==> config.mk <==
export PLATFORM = sky130hd
export DESIGN_NAME = pipeline_stage_skid
export DESIGN_NICKNAME = d
export VERILOG_FILES = /design/src/rtl/pipeline_stage_skid.sv
export SDC_FILE = /design/constraint.sdc
export NUM_CORES = 1
export LEC_CHECK = 0
export CAP_MARGIN = 20
export CORE_UTILIZATION = 45
export CTS_BUF_LIST = sky130_fd_sc_hd__clkbuf_8
export DETAILED_ROUTE_END_ITERATION = 10
export GPL_TIMING_DRIVEN = 0
export PLACE_DENSITY = 0.72
export SLEW_MARGIN = 20
export SYNTH_ARGS = -nofsm -noshare
export SYNTH_HDL_FRONTEND = slang
export SYNTH_SLANG_ARGS = --single-unit
export TNS_END_PERCENT = 1
==> constraint.sdc <==
create_clock -name Clk -period 10.5 [get_ports Clk]
set_input_delay 2.1 -clock Clk [delete_from_list [all_inputs] [get_ports Clk]]
set_output_delay 2.1 -clock Clk [all_outputs]
set_load 0.02 [all_outputs]
==> src/rtl/pipeline_stage_skid.sv <==
// pipeline_stage_skid: two-entry elastic pipeline register (main + skid).
// The main register drives the outputs. The skid register absorbs one entry
// so that in_ready depends only on registered state, never on out_ready.
module pipeline_stage_skid #(
  parameter int                DATA_W  = 32,
  parameter int                ADDR_W  = 32,
  parameter logic [DATA_W-1:0] NOP     = DATA_W'(32'h0100_0000),
  parameter int                STALL_W = 16
) (
  input  logic               Clk,
  input  logic               reset,
  input  logic               in_valid,
  output logic               in_ready,
  input  logic [DATA_W-1:0]  in_data,
  input  logic [ADDR_W-1:0]  in_pc,
  input  logic [ADDR_W-1:0]  in_npc,
  input  logic               annul,
  input  logic               flush,
  output logic               out_valid,
  input  logic               out_ready,
  output logic [DATA_W-1:0]  out_data,
  output logic [ADDR_W-1:0]  out_pc,
  output logic [ADDR_W-1:0]  out_npc,
  output logic               out_annul,
  output logic [STALL_W-1:0] stall_cnt
);

  localparam logic [1:0] S_EMPTY = 2'd0;
  localparam logic [1:0] S_BUSY  = 2'd1;
  localparam logic [1:0] S_FULL  = 2'd2;

  localparam logic [ADDR_W-1:0] PC_RST  = '0;
  localparam logic [ADDR_W-1:0] NPC_RST = ADDR_W'(4);

  logic [1:0]         r_state;
  logic [1:0]         w_state_next;

  logic [DATA_W-1:0]  r_main_data;
  logic [ADDR_W-1:0]  r_main_pc;
  logic [ADDR_W-1:0]  r_main_npc;
  logic               r_main_annul;
  logic [DATA_W-1:0]  r_skid_data;
  logic [ADDR_W-1:0]  r_skid_pc;
  logic [ADDR_W-1:0]  r_skid_npc;
  logic               r_skid_annul;
  logic [STALL_W-1:0] r_stall_cnt;

  logic               w_in_ready;
  logic               w_out_valid;
  logic               w_in_fire;
  logic               w_out_fire;
  logic               w_load_main_in;
  logic               w_load_main_skid;
  logic               w_load_skid;
  logic [DATA_W-1:0]  w_in_data_eff;

  assign w_in_fire     = in_valid & w_in_ready;
  assign w_out_fire    = w_out_valid & out_ready;
  // Annulled entries carry a nop payload; their pc/npc are kept for tracing.
  assign w_in_data_eff = annul ? NOP : in_data;

  // State register
  always_ff @(posedge Clk or posedge reset) begin
    if (reset) r_state <= S_EMPTY;
    else       r_state <= w_state_next;
  end

  // Next-state logic; flush overrides every other event
  always_comb begin
    w_state_next = r_state;
    if (flush) begin
      w_state_next = S_EMPTY;
    end else begin
      case (r_state)
        S_EMPTY: if (w_in_fire) w_state_next = S_BUSY;
        S_BUSY: begin
          if (w_in_fire && !w_out_fire)      w_state_next = S_FULL;
          else if (!w_in_fire && w_out_fire) w_state_next = S_EMPTY;
        end
        S_FULL:  if (w_out_fire) w_state_next = S_BUSY;
        default: w_state_next = S_EMPTY;
      endcase
    end
  end

  // Output decode: handshake flags from state only, register load strobes
  always_comb begin
    w_out_valid      = (r_state != S_EMPTY);
    w_in_ready       = (r_state != S_FULL);
    w_load_main_in   = 1'b0;
    w_load_main_skid = 1'b0;
    w_load_skid      = 1'b0;
    if (!flush) begin
      w_load_main_in   = ((r_state == S_EMPTY) && w_in_fire) ||
                         ((r_state == S_BUSY) && w_in_fire && w_out_fire);
      w_load_skid      = (r_state == S_BUSY) && w_in_fire && !w_out_fire;
      w_load_main_skid = (r_state == S_FULL) && w_out_fire;
    end
  end

  // Main register: takes the incoming entry or is refilled from the skid
  always_ff @(posedge Clk or posedge reset) begin
    if (reset) begin
      r_main_data  <= NOP;
      r_main_pc    <= PC_RST;
      r_main_npc   <= NPC_RST;
      r_main_annul <= 1'b0;
    end else if (flush) begin
      r_main_data  <= NOP;
      r_main_pc    <= PC_RST;
      r_main_npc   <= NPC_RST;
      r_main_annul <= 1'b0;
    end else if (w_load_main_in) begin
      r_main_data  <= w_in_data_eff;
      r_main_pc    <= in_pc;
      r_main_npc   <= in_npc;
      r_main_annul <= annul;
    end else if (w_load_main_skid) begin
      r_main_data  <= r_skid_data;
      r_main_pc    <= r_skid_pc;
      r_main_npc   <= r_skid_npc;
      r_main_annul <= r_skid_annul;
    end
  end

  // Skid register: holds the one entry accepted while the head is stalled
  always_ff @(posedge Clk or posedge reset) begin
    if (reset) begin
      r_skid_data  <= NOP;
      r_skid_pc    <= PC_RST;
      r_skid_npc   <= NPC_RST;
      r_skid_annul <= 1'b0;
    end else if (flush) begin
      r_skid_data  <= NOP;
      r_skid_pc    <= PC_RST;
      r_skid_npc   <= NPC_RST;
      r_skid_annul <= 1'b0;
    end else if (w_load_skid) begin
      r_skid_data  <= w_in_data_eff;
      r_skid_pc    <= in_pc;
      r_skid_npc   <= in_npc;
      r_skid_annul <= annul;
    end
  end

  // Back-pressure counter, saturating, cleared by flush
  always_ff @(posedge Clk or posedge reset) begin
    if (reset)                                          r_stall_cnt <= '0;
    else if (flush)                                     r_stall_cnt <= '0;
    else if (w_out_valid && !out_ready && !(&r_stall_cnt)) r_stall_cnt <= r_stall_cnt + 1'b1;
  end

  assign in_ready  = w_in_ready;
  assign out_valid = w_out_valid;
  assign out_data  = w_out_valid ? r_main_data : NOP;
  assign out_annul = w_out_valid & r_main_annul;
  assign out_pc    = r_main_pc;
  assign out_npc   = r_main_npc;
  assign stall_cnt = r_stall_cnt;

endmodule

Word level (Yosys, flattened, before mapping)
Cells that the tools add are included.
- register bits after elaboration: 212
- latch bits: 0
- bits in writable memories: 0
- bits in read-only memories: 0
- bits of input ports: 102
- output and inout port bits: 115
- word-level logic and storage cells: 74
- memories: 0
- add/subtract/negate cells: 1
- multipliers: 0
- divide/modulo/power cells: 0
- $lt $le $gt $ge: 0
- equal/unequal tests: 6
- shifts and indexed selects: 0
- mux-type cells: 33
- bitwise gates (word level): 3
- reductions and logical operators: 21
- operators with widths (cell ; count):
    $mux W32 ; 17
    $mux W16 ; 2
    $add A16 B1 Y16 const B ; 1
    $reduce_and A16 Y1 ; 1
    $mux W2 ; 5
    $logic_and A1 B1 Y1 ; 9
    $mux W1 ; 8
    $ne A3 B3 Y1 const B ; 2
    $pmux W2 S3 ; 1
    $reduce_bool A2 Y1 ; 3
    $logic_not A1 Y1 ; 4
    $ne A4 B4 Y1 const B ; 1
    $and A1 B1 Y1 ; 3
    $reduce_and A3 Y1 ; 1
    $reduce_bool A3 Y1 ; 1
    $eq A2 B1 Y1 const B ; 1
    $eq A2 B2 Y1 const B ; 1
    $logic_not A2 Y1 ; 1
    $ne A2 B2 Y1 const B ; 1
    $logic_or A1 B1 Y1 ; 1

Longest topological paths before layout
Gate-level depths: netlist of run 1.
- word-level depth: 8
- gate-level depth with buffers: 8
- mapped depth without buffers: 5

Worst setup path after synthesis of run 1
Ideal clock, no wire load.
- kind: in2reg
- start: input out_ready
- end: register r_stall_cnt[7] (netlist: stall_cnt[7])
- setup time: 0.125 ns
- arrival: 3.341 ns
- required time: 10.375 ns
- slack: 7.035 ns
- cell stages on the path: 6
- buffers on the path: 2
- cell sequence: buf_2 > o21ba_2 > buf_2 > nand3_1 > a211oi_1 > mux2_2
- longest elaborated chain between the ends: 4
- RTL lines (item ; line ; source):
    from (decl) ; 20 ; input logic out_ready,
    $logic_not A1 Y1 ; 150 ; else if (w_out_valid && !out_ready && !(&r_stall_cnt)) r_stall_cnt <= r_stall_cnt + 1'b1;
    $logic_and A1 B1 Y1 (2 in series) ; 150 ;
    $reduce_bool A2 Y1 (no source line) ; n/a ;
    to (signal assigned) ; 150 ;
    to (decl) ; 46 ; logic [STALL_W-1:0] r_stall_cnt;
No other way between the ends.
A chain may end at the register's enable or synchronous reset.

Worst setup path in the final report of run 1
- start: register r_state[0]
- end: output out_data[21]
- longest elaborated chain between the ends: 2
- RTL lines (item ; line ; source):
    from (decl) ; 35 ; logic [1:0] r_state;
    from (signal assigned) ; 65 ; else r_state <= w_state_next;
    $reduce_bool A2 Y1 ; 88 ; w_out_valid = (r_state != S_EMPTY);
    $mux W32 ; 155 ; assign out_data = w_out_valid ? r_main_data : NOP;
    to (decl) ; 21 ; output logic [DATA_W-1:0] out_data,
No other way between the ends.

==> metrics.md, run 1 <==
| Metric | Value |
|---|---|
| H-tree depth | 2 |
| Final Hold Viols | 0 |
| Longest Clk Path Bufs | 3 |
| Row count | 54 |
| Number of flops mapped to enable cells by yosys | 0 |
| Sequential area share after synthesis | 52.8% |
| Final wirelength | ~28 mm |
| Buffers on Ports | 214 |
| WS Path Type | reg -> out |
| Setup Buffers After CTS | 0 |
| Reg clk slew, reported paths | 0.06 ns |
| Iteration-0 DRC Markers | between 300 and 400 |
| Layout Nets | 1409 |
| Worst EP required | 8.40 ns |
| Fin crit share | between 40% and 50% |
| Largest net degree at the start of global routing | roughly 100 |
| Synth async-reset ratio | 100% |
| Via count | around 8600 |
| CTS Hold Bufs | 0 |
| ANT nets after route | 0 |
| First-pass GRT wire length | 43.5 mm |
| Synthesis-to-layout area growth | 33.1% |
| RSZ-0062 raised after global routing | no |
| Crit path time final | roughly 5.0 ns |
| Layout cells sized above 1 | between 8 and 9% |
| Fillers | approximately 1900 |
| IO Pins | 217 |
| Max-slew headroom | a little under half |
| Synth Warn # | 0 |
| CP Capture Type | output port |
| Setup violators final | 0 |
| Largest family of logic cells by synthesized area | simple AND/OR/NAND/NOR gates |
| GRT Overall Usage | between 20% and 30% |
| Grt ovf | 0 |
| Pins over their slew limit | 0 |
| Die Span Y | approximately 150 µm |
| Fin Clk Skew | between 0.01 and 0.015 ns |
| Synth Area in Adders | less than 1% |
| Crit-path max FO | 10 |
| Seq cells post-synth | around 210 |
| Multiplexer share of the synthesized area | 10.5% |
| Simple-gate portion of the synthesized area | around 18% |
| Ys flop type | dfrtp_1 |
| Initial antenna violation count | 1 |
| Cell count after placement | 1546 |
| TritonRoute pass-1 iters | 4 |
| DIE WIDTH | roughly 150 µm |
| Core area | around 22000 µm² |
| Drt wl/cell | approximately 17 µm |
| Post-Syn Area | about 10000 µm² |
| GPL Wtd Cong | roughly 0.84 |
| Synth Instances | around 1100 |
| Max-cap violations | 0 |
| CTS tree | yes |
| Leak | 0.00572 µW |
| Synth unique cells | 42 |
| Post-Synth XOR/XNOR Area | 0% |
| Power density cells | roughly 140 nW/µm² |
| Fin cells | around 1600 |
| Final HPWL DP | slightly below 20 mm |
| Clock Root Buffer | clkbuf_8 |
| Peak VDD IR | 0.0746 mV |
| Residual DRC | 0 |
| Status | completed |
| F_max | around 0.20 GHz |
| Full die area | ~23000 µm² |
| R2R Setup Slk | around 8.4 ns |
| Hold Slack | between 0.4 and 0.5 ns |
| Num CTS Buffers | 38 |
| Hold Crit Class | reg -> reg |
| Number of global-route vias before repair | ~8400 |
| Critical Path Source Type | register |
| CP Data Arrival Time | between 2 and 3 ns |
| Syn_area_per_cell | between 9 and 10 µm² |
| Initial Util | 46.0% |
| Synth Area in Compound Gates | between 10% and 20% |
| Clk sinks | between 200 and 250 |
| # resized after CTS | 0 |
| Vias/cell | 5.34 |
| Latest clock arrival within the worst-skew pair | about 0.52 ns |
| Worst-Margin Slew | 0.807 ns |
| Syn_nets | between 1000 and 1500 |
==> cells in the final DEF (no fill, tap or decap), types with 3 or more instances in the layout <==
cell type and instances:
dfrtp_1 208, a21oi_1 105, a211oi_1 7, and4_1 3, buf_4 3, mux2i_1 97, nor2b_1 75, clkdlybuf4s50_1 214
nand4_1 4, o31ai_1 95, nor2_1 14, clkbuf_1 45, buf_2 38, and3_1 5, inv_1 16, dfstp_2 4
mux2_2 8, nand2b_1 5, clkbuf_8 51, nor3_1 7, nand3_1 7, nand2_1 292
==> flip-flops by register name (all words and copies together), names as in the netlist <==
signal / cells
out_npc: 32
out_pc: 32
r_main_data: 32
r_skid_data: 32
r_skid_npc: 32
r_skid_pc: 32
stall_cnt: 16
r_state: 2
r_main_annul: 1
r_skid_annul: 1
==> synth_stat cells (2+ instances only) <==
master,count,area (µm²)
mux2_2,8,90.1
nand4_1,4,25.0
buf_4,3,22.5
clkbuf_1,45,169
a211oi_1,7,52.6
o31ai_1,95,713
nor3_1,7,35.0
buf_1,2,7.51
buf_2,38,190
dfrtp_1,208,5200
inv_1,4,15.0
and4_1,3,26.3
a21oi_1,105,526
nor2_1,14,52.6
dfstp_2,4,105
nand2b_1,5,31.3
and3_1,5,31.3
mux2i_1,97,971
o21ai_1,2,10.0
nand3_1,7,35.0
nand2_1,292,1100
nor2b_1,75,469
==> cell type report <==
cell class	count	area (µm²)	area share, %
Antenna cell	2	5.00	0.0374
Buffer	88	389	2.91
Clock buffer	51	702	5.24
Clock inverter	16	66.3	0.495
Inverter	4	22.5	0.168
Multi-Input combinational cell	746	4350	32.5
Sequential cell	212	5310	39.7
Tap cell	280	350	2.62
Timing Repair Buffer	216	2200	16.4
==> layer usage <==
metal	global-route usage (%)	vias up	routed length, µm
met3	4.10	56	1710
met4	8.17	0	761
met1	33.4	4169	12200
met5	0	-	0
met2	39.4	279	13100
li1	-	4115	-
==> critical path: stages (launching register included) <==
cell and delay (ns):
dfrtp_1 0.44, nor2_1 0.61, clkbuf_1 0.55, nor2b_1 0.17, clkdlybuf4s50_1 0.58
==> kinds of logic (layout without fill, tap and decap cells) <==
group / count (synthesis) / after routing
AO/OA/AOI/OAI: 221 / 221
adder cells (fa/ha/maj): 1 / 1
buffers and inverters: 92 / 375
flip-flops: 212 / 212
multiplexers: 105 / 105
other: 0 / 2
AND/OR/NAND/NOR: 419 / 419
==> metrics by stage <==
step	total power, µW	setup slack, ns	area, µm²	util, %	TNS (ns)
after global routing	2000	5.45	13400	61.1	0
after global placement	1160	-0.250	12600	57.3	-47.08
after floorplan	1040	2.61	10100	-	0
final	1920	5.54	13400	61.2	0
after CTS	1940	5.50	13400	61.1	0
after detailed placement	1170	6.07	12600	57.6	0
==> path summary, 6_finish.rpt <==
path                                 start              end  cells past startpoint
min in group asynchronous            reset        out_pc[8]                      2
min reg2reg                r_main_data[27]  r_main_data[27]                      2
max                             r_state[0]     out_data[21]                      4
min                        r_main_data[27]  r_main_data[27]                      2
max reg2reg                     r_state[1]       out_pc[21]                      6
max in group asynchronous            reset    r_skid_npc[2]                      4
==> power by group <==
part	leakage (µW)	internal [µW]	switching [µW]
sequential	0.00290	850	17.9
combinational	0.00238	123	163
clock	0.000444	431	335
total	0.00572	1400	516
(Power assumes the default switching activity.)
==> inputs of run 2 (changes only) <==
==> constraint.sdc (replaced) <==
create_clock -name Clk -period 4.9 [get_ports Clk]
set_input_delay 0.98 -clock Clk [delete_from_list [all_inputs] [get_ports Clk]]
set_output_delay 0.98 -clock Clk [all_outputs]
set_load 0.02 [all_outputs]
==> metrics.md, run 2 (same netlist as run 1, synthesis figures left out) <==
| Metric | Value |
|---|---|
| Status | completed (unchanged) |
| Max incr delay on CP | 0.63 ns (was 0.61 ns) |
| Iteration-0 DRC Markers | 344 (was 369) |
| Setup violators final | 0 (unchanged) |
| WS Path Type | reg -> out (unchanged) |
| Clk sinks | 212 (unchanged) |
| Slowest stage cell on the critical path | nor2_1 (unchanged) |
| Worst hold path depth | 2 (unchanged) |
| Hold Slack | 0.467 ns (was 0.468 ns) |
| GPL Wtd Cong | 0.855 (was 0.842) |
| Final Util | 61.7% (was 61.2%) |
| Most frequent cells in the layout | nand2_1 (292), clkdlybuf4s50_1 (214), dfrtp_1 (208) (unchanged) |
| Layout Nets | 1413 (was 1409) |
| Hold Crit Class | reg -> reg (unchanged) |
| R2R Setup Slk | 2.75 ns (was 8.35 ns) |
| Worst R2R End | r_skid_npc[29] (was out_pc[21]) |
| Final HPWL DP | 19.9 mm (was 19.4 mm) |
| Initial Util | 46.0% (unchanged) |
| F_max | about 0.26 GHz |
| Residual DRC | 0 (unchanged) |
| Crit-path max FO | 10 (unchanged) |
| IO Pins | 217 (unchanged) |
| Fillers | 1884 (was 1886) |
| Clock Root Buffer | clkbuf_8 (unchanged) |
| Total negative slack | 0 ns (unchanged) |
| Pre-CTS WS | 1.57 ns (was 6.07 ns) |
| Final wirelength | 28.0 mm (was 27.8 mm) |
| Critical Path Source Type | register (unchanged) |
| DIE WIDTH | 152 µm (unchanged) |
| Pins over their slew limit | 0 (unchanged) |
| Worst-Margin Slew | 0.774 ns (was 0.807 ns) |
| Cell depth of the worst flop-to-flop path | 7 (was 6) |
| Design area | 13500 µm² (was 13400 µm²) |
| Crit path buf inv count | 2 (unchanged) |
| Leak | 0.00576 µW (was 0.00572 µW) |
| Number of global-route vias before repair | 8320 (was 8409) |
| First-pass GRT wire length | 43.7 mm (was 43.5 mm) |
| Buffers on Ports | 214 (unchanged) |
| Synthesis-to-layout area growth | 34.3% (was 33.1%) |
| Vias/cell | 5.27 (was 5.34) |
| Full die area | 23000 µm² (unchanged) |
| Busiest metal layer after global routing | met2 (unchanged) |
| GRT Overall Usage | 24.6% (was 24.4%) |
| Core area | 21900 µm² (unchanged) |
| H-tree depth | 2 (unchanged) |
| Largest net degree at the start of global routing | 34 (was 104) |
| ANT nets after route | 0 (unchanged) |
| Met1 usage | 33.3% (was 33.4%) |
| Layout cells sized above 1 | 9.28% (was 8.70%) |
| CP Capture Type | output port (unchanged) |
| Longest Clk Path Bufs | 3 (unchanged) |
| Worst EP required | 3.92 ns (was 8.40 ns) |
| Hold_sp | r_main_data[12] (was r_main_data[27]) |
| Via count | 8524 (was 8619) |
| Setup Buffers After CTS | 0 (unchanged) |
| TritonRoute pass-1 iters | 4 (unchanged) |
| Crit path time final | roughly 3.9 ns |
| Grt ovf | 0 (unchanged) |
| GR Layer Usage met2 | 39.6% (was 39.4%) |
| Fin Clk Skew | 0.0244 ns (was 0.0116 ns) |
| Commonest non-fill, non-tap cell in the layout | nand2_1 (unchanged) |
| Met3 usage | 4.34% (was 4.10%) |
| Final Hold Viols | 0 (unchanged) |
| Power density cells | 312 nW/µm² (was 143 nW/µm²) |
| Latest clock arrival within the worst-skew pair | 0.53 ns (was 0.52 ns) |
| Post-DP Area | 12700 µm² (was 12600 µm²) |
| CTS tree | yes (unchanged) |
| Row count | 54 (unchanged) |
| Initial antenna violation count | 1 (unchanged) |
| Reg clk slew, reported paths | 0.06 ns (about the same) |
| Peak VDD IR | 0.157 mV (was 0.0746 mV) |
| Num CTS Buffers | 37 (was 38) |
| RSZ-0062 raised after global routing | no (unchanged) |
| FF-to-FF Start | r_state[1] (unchanged) |
| Setup ws final | 1.03 ns (was 5.54 ns) |
| Top delay family on crit path | buffers and inverters (unchanged) |
| CP Cell Sequence | nor2_1 > clkbuf_1 > or2_2 > clkdlybuf4s50_1 (was nor2_1 > clkbuf_1 > nor2b_1 > clkdlybuf4s50_1) |
| CTS Hold Bufs | 0 (unchanged) |
| Max-cap violations | 0 (unchanged) |
| Max-slew headroom | 48.2% (was 46.2%) |
| Die Span Y | 152 µm (unchanged) |
| CP Data Arrival Time | 2.89 ns (was 2.86 ns) |
| Hold EP | r_main_data[12] (was r_main_data[27]) |
| Fin crit share | between 70% and 80% |
| # resized after CTS | 0 (unchanged) |
| Drt wl/cell | 17.3 µm (was 17.2 µm) |
[run 2: changes by cell type in the layout (fill, tap and decap cells not counted), moves of 2 or more]
cell | previous run | this run
buf_12 | 0 | 5
clkinvlp_4 | 1 | 3
inv_1 | 16 | 11
clkbuf_8 | 51 | 45
clkinv_2 | 2 | 6
bufinv_16 | 0 | 3
[run 2: per-stage QoR]
step | cells | total power [µW]
CTS | 1616 | 4260
detailed placement | 1551 | 2520
finish | 1618 | 4220
global placement | 1544 | 2490
global route | 1617 | 4390
floorplan | 1050 | 2220
[run 2: worst max path at each step]
stage	from	to	slack [ns]	cells past startpoint
floorplan	reset	out_npc[0]	1.17	1
global placement	reset	out_pc[24]	-0.54	2
detailed placement	r_state[0]	out_data[24]	1.57	4
CTS	r_state[0]	out_data[24]	0.97	4
global route	r_state[0]	out_data[24]	0.90	4
finish	r_state[0]	out_data[24]	1.03	4
[run 2: where the power goes]
part           internal [µW]  leakage (µW)  total (µW)  switching (µW)
logic                    272       0.00242         623             351
clock network            994      0.000436        1740             743
registers               1820       0.00290        1860            37.5
[run 2: layout make-up]
class	count	area (µm²)	share of cell area, %
sequential	212	5310	39.3
inverter	4	18.8	0.139
buffer	88	389	2.88
timing repair buffer	221	2300	17.0
multi-input combinational	746	4350	32.2
clock inverter	20	174	1.29
tap	280	350	2.59
clock buffer	45	619	4.58
antenna	2	5.00	0.0370
[run 2: worst min-delay path: stages (launching register included)]
cell and delay [ns]:
dfrtp_1 0.33, nand2_1 0.05, o31ai_1 0.05
[run 2: routing by layer]
layer	vias to the layer above	routed length, µm
met4	0	710
met5	-	0
met3	53	1650
met2	223	13300
li1	4118	-
met1	4130	12200
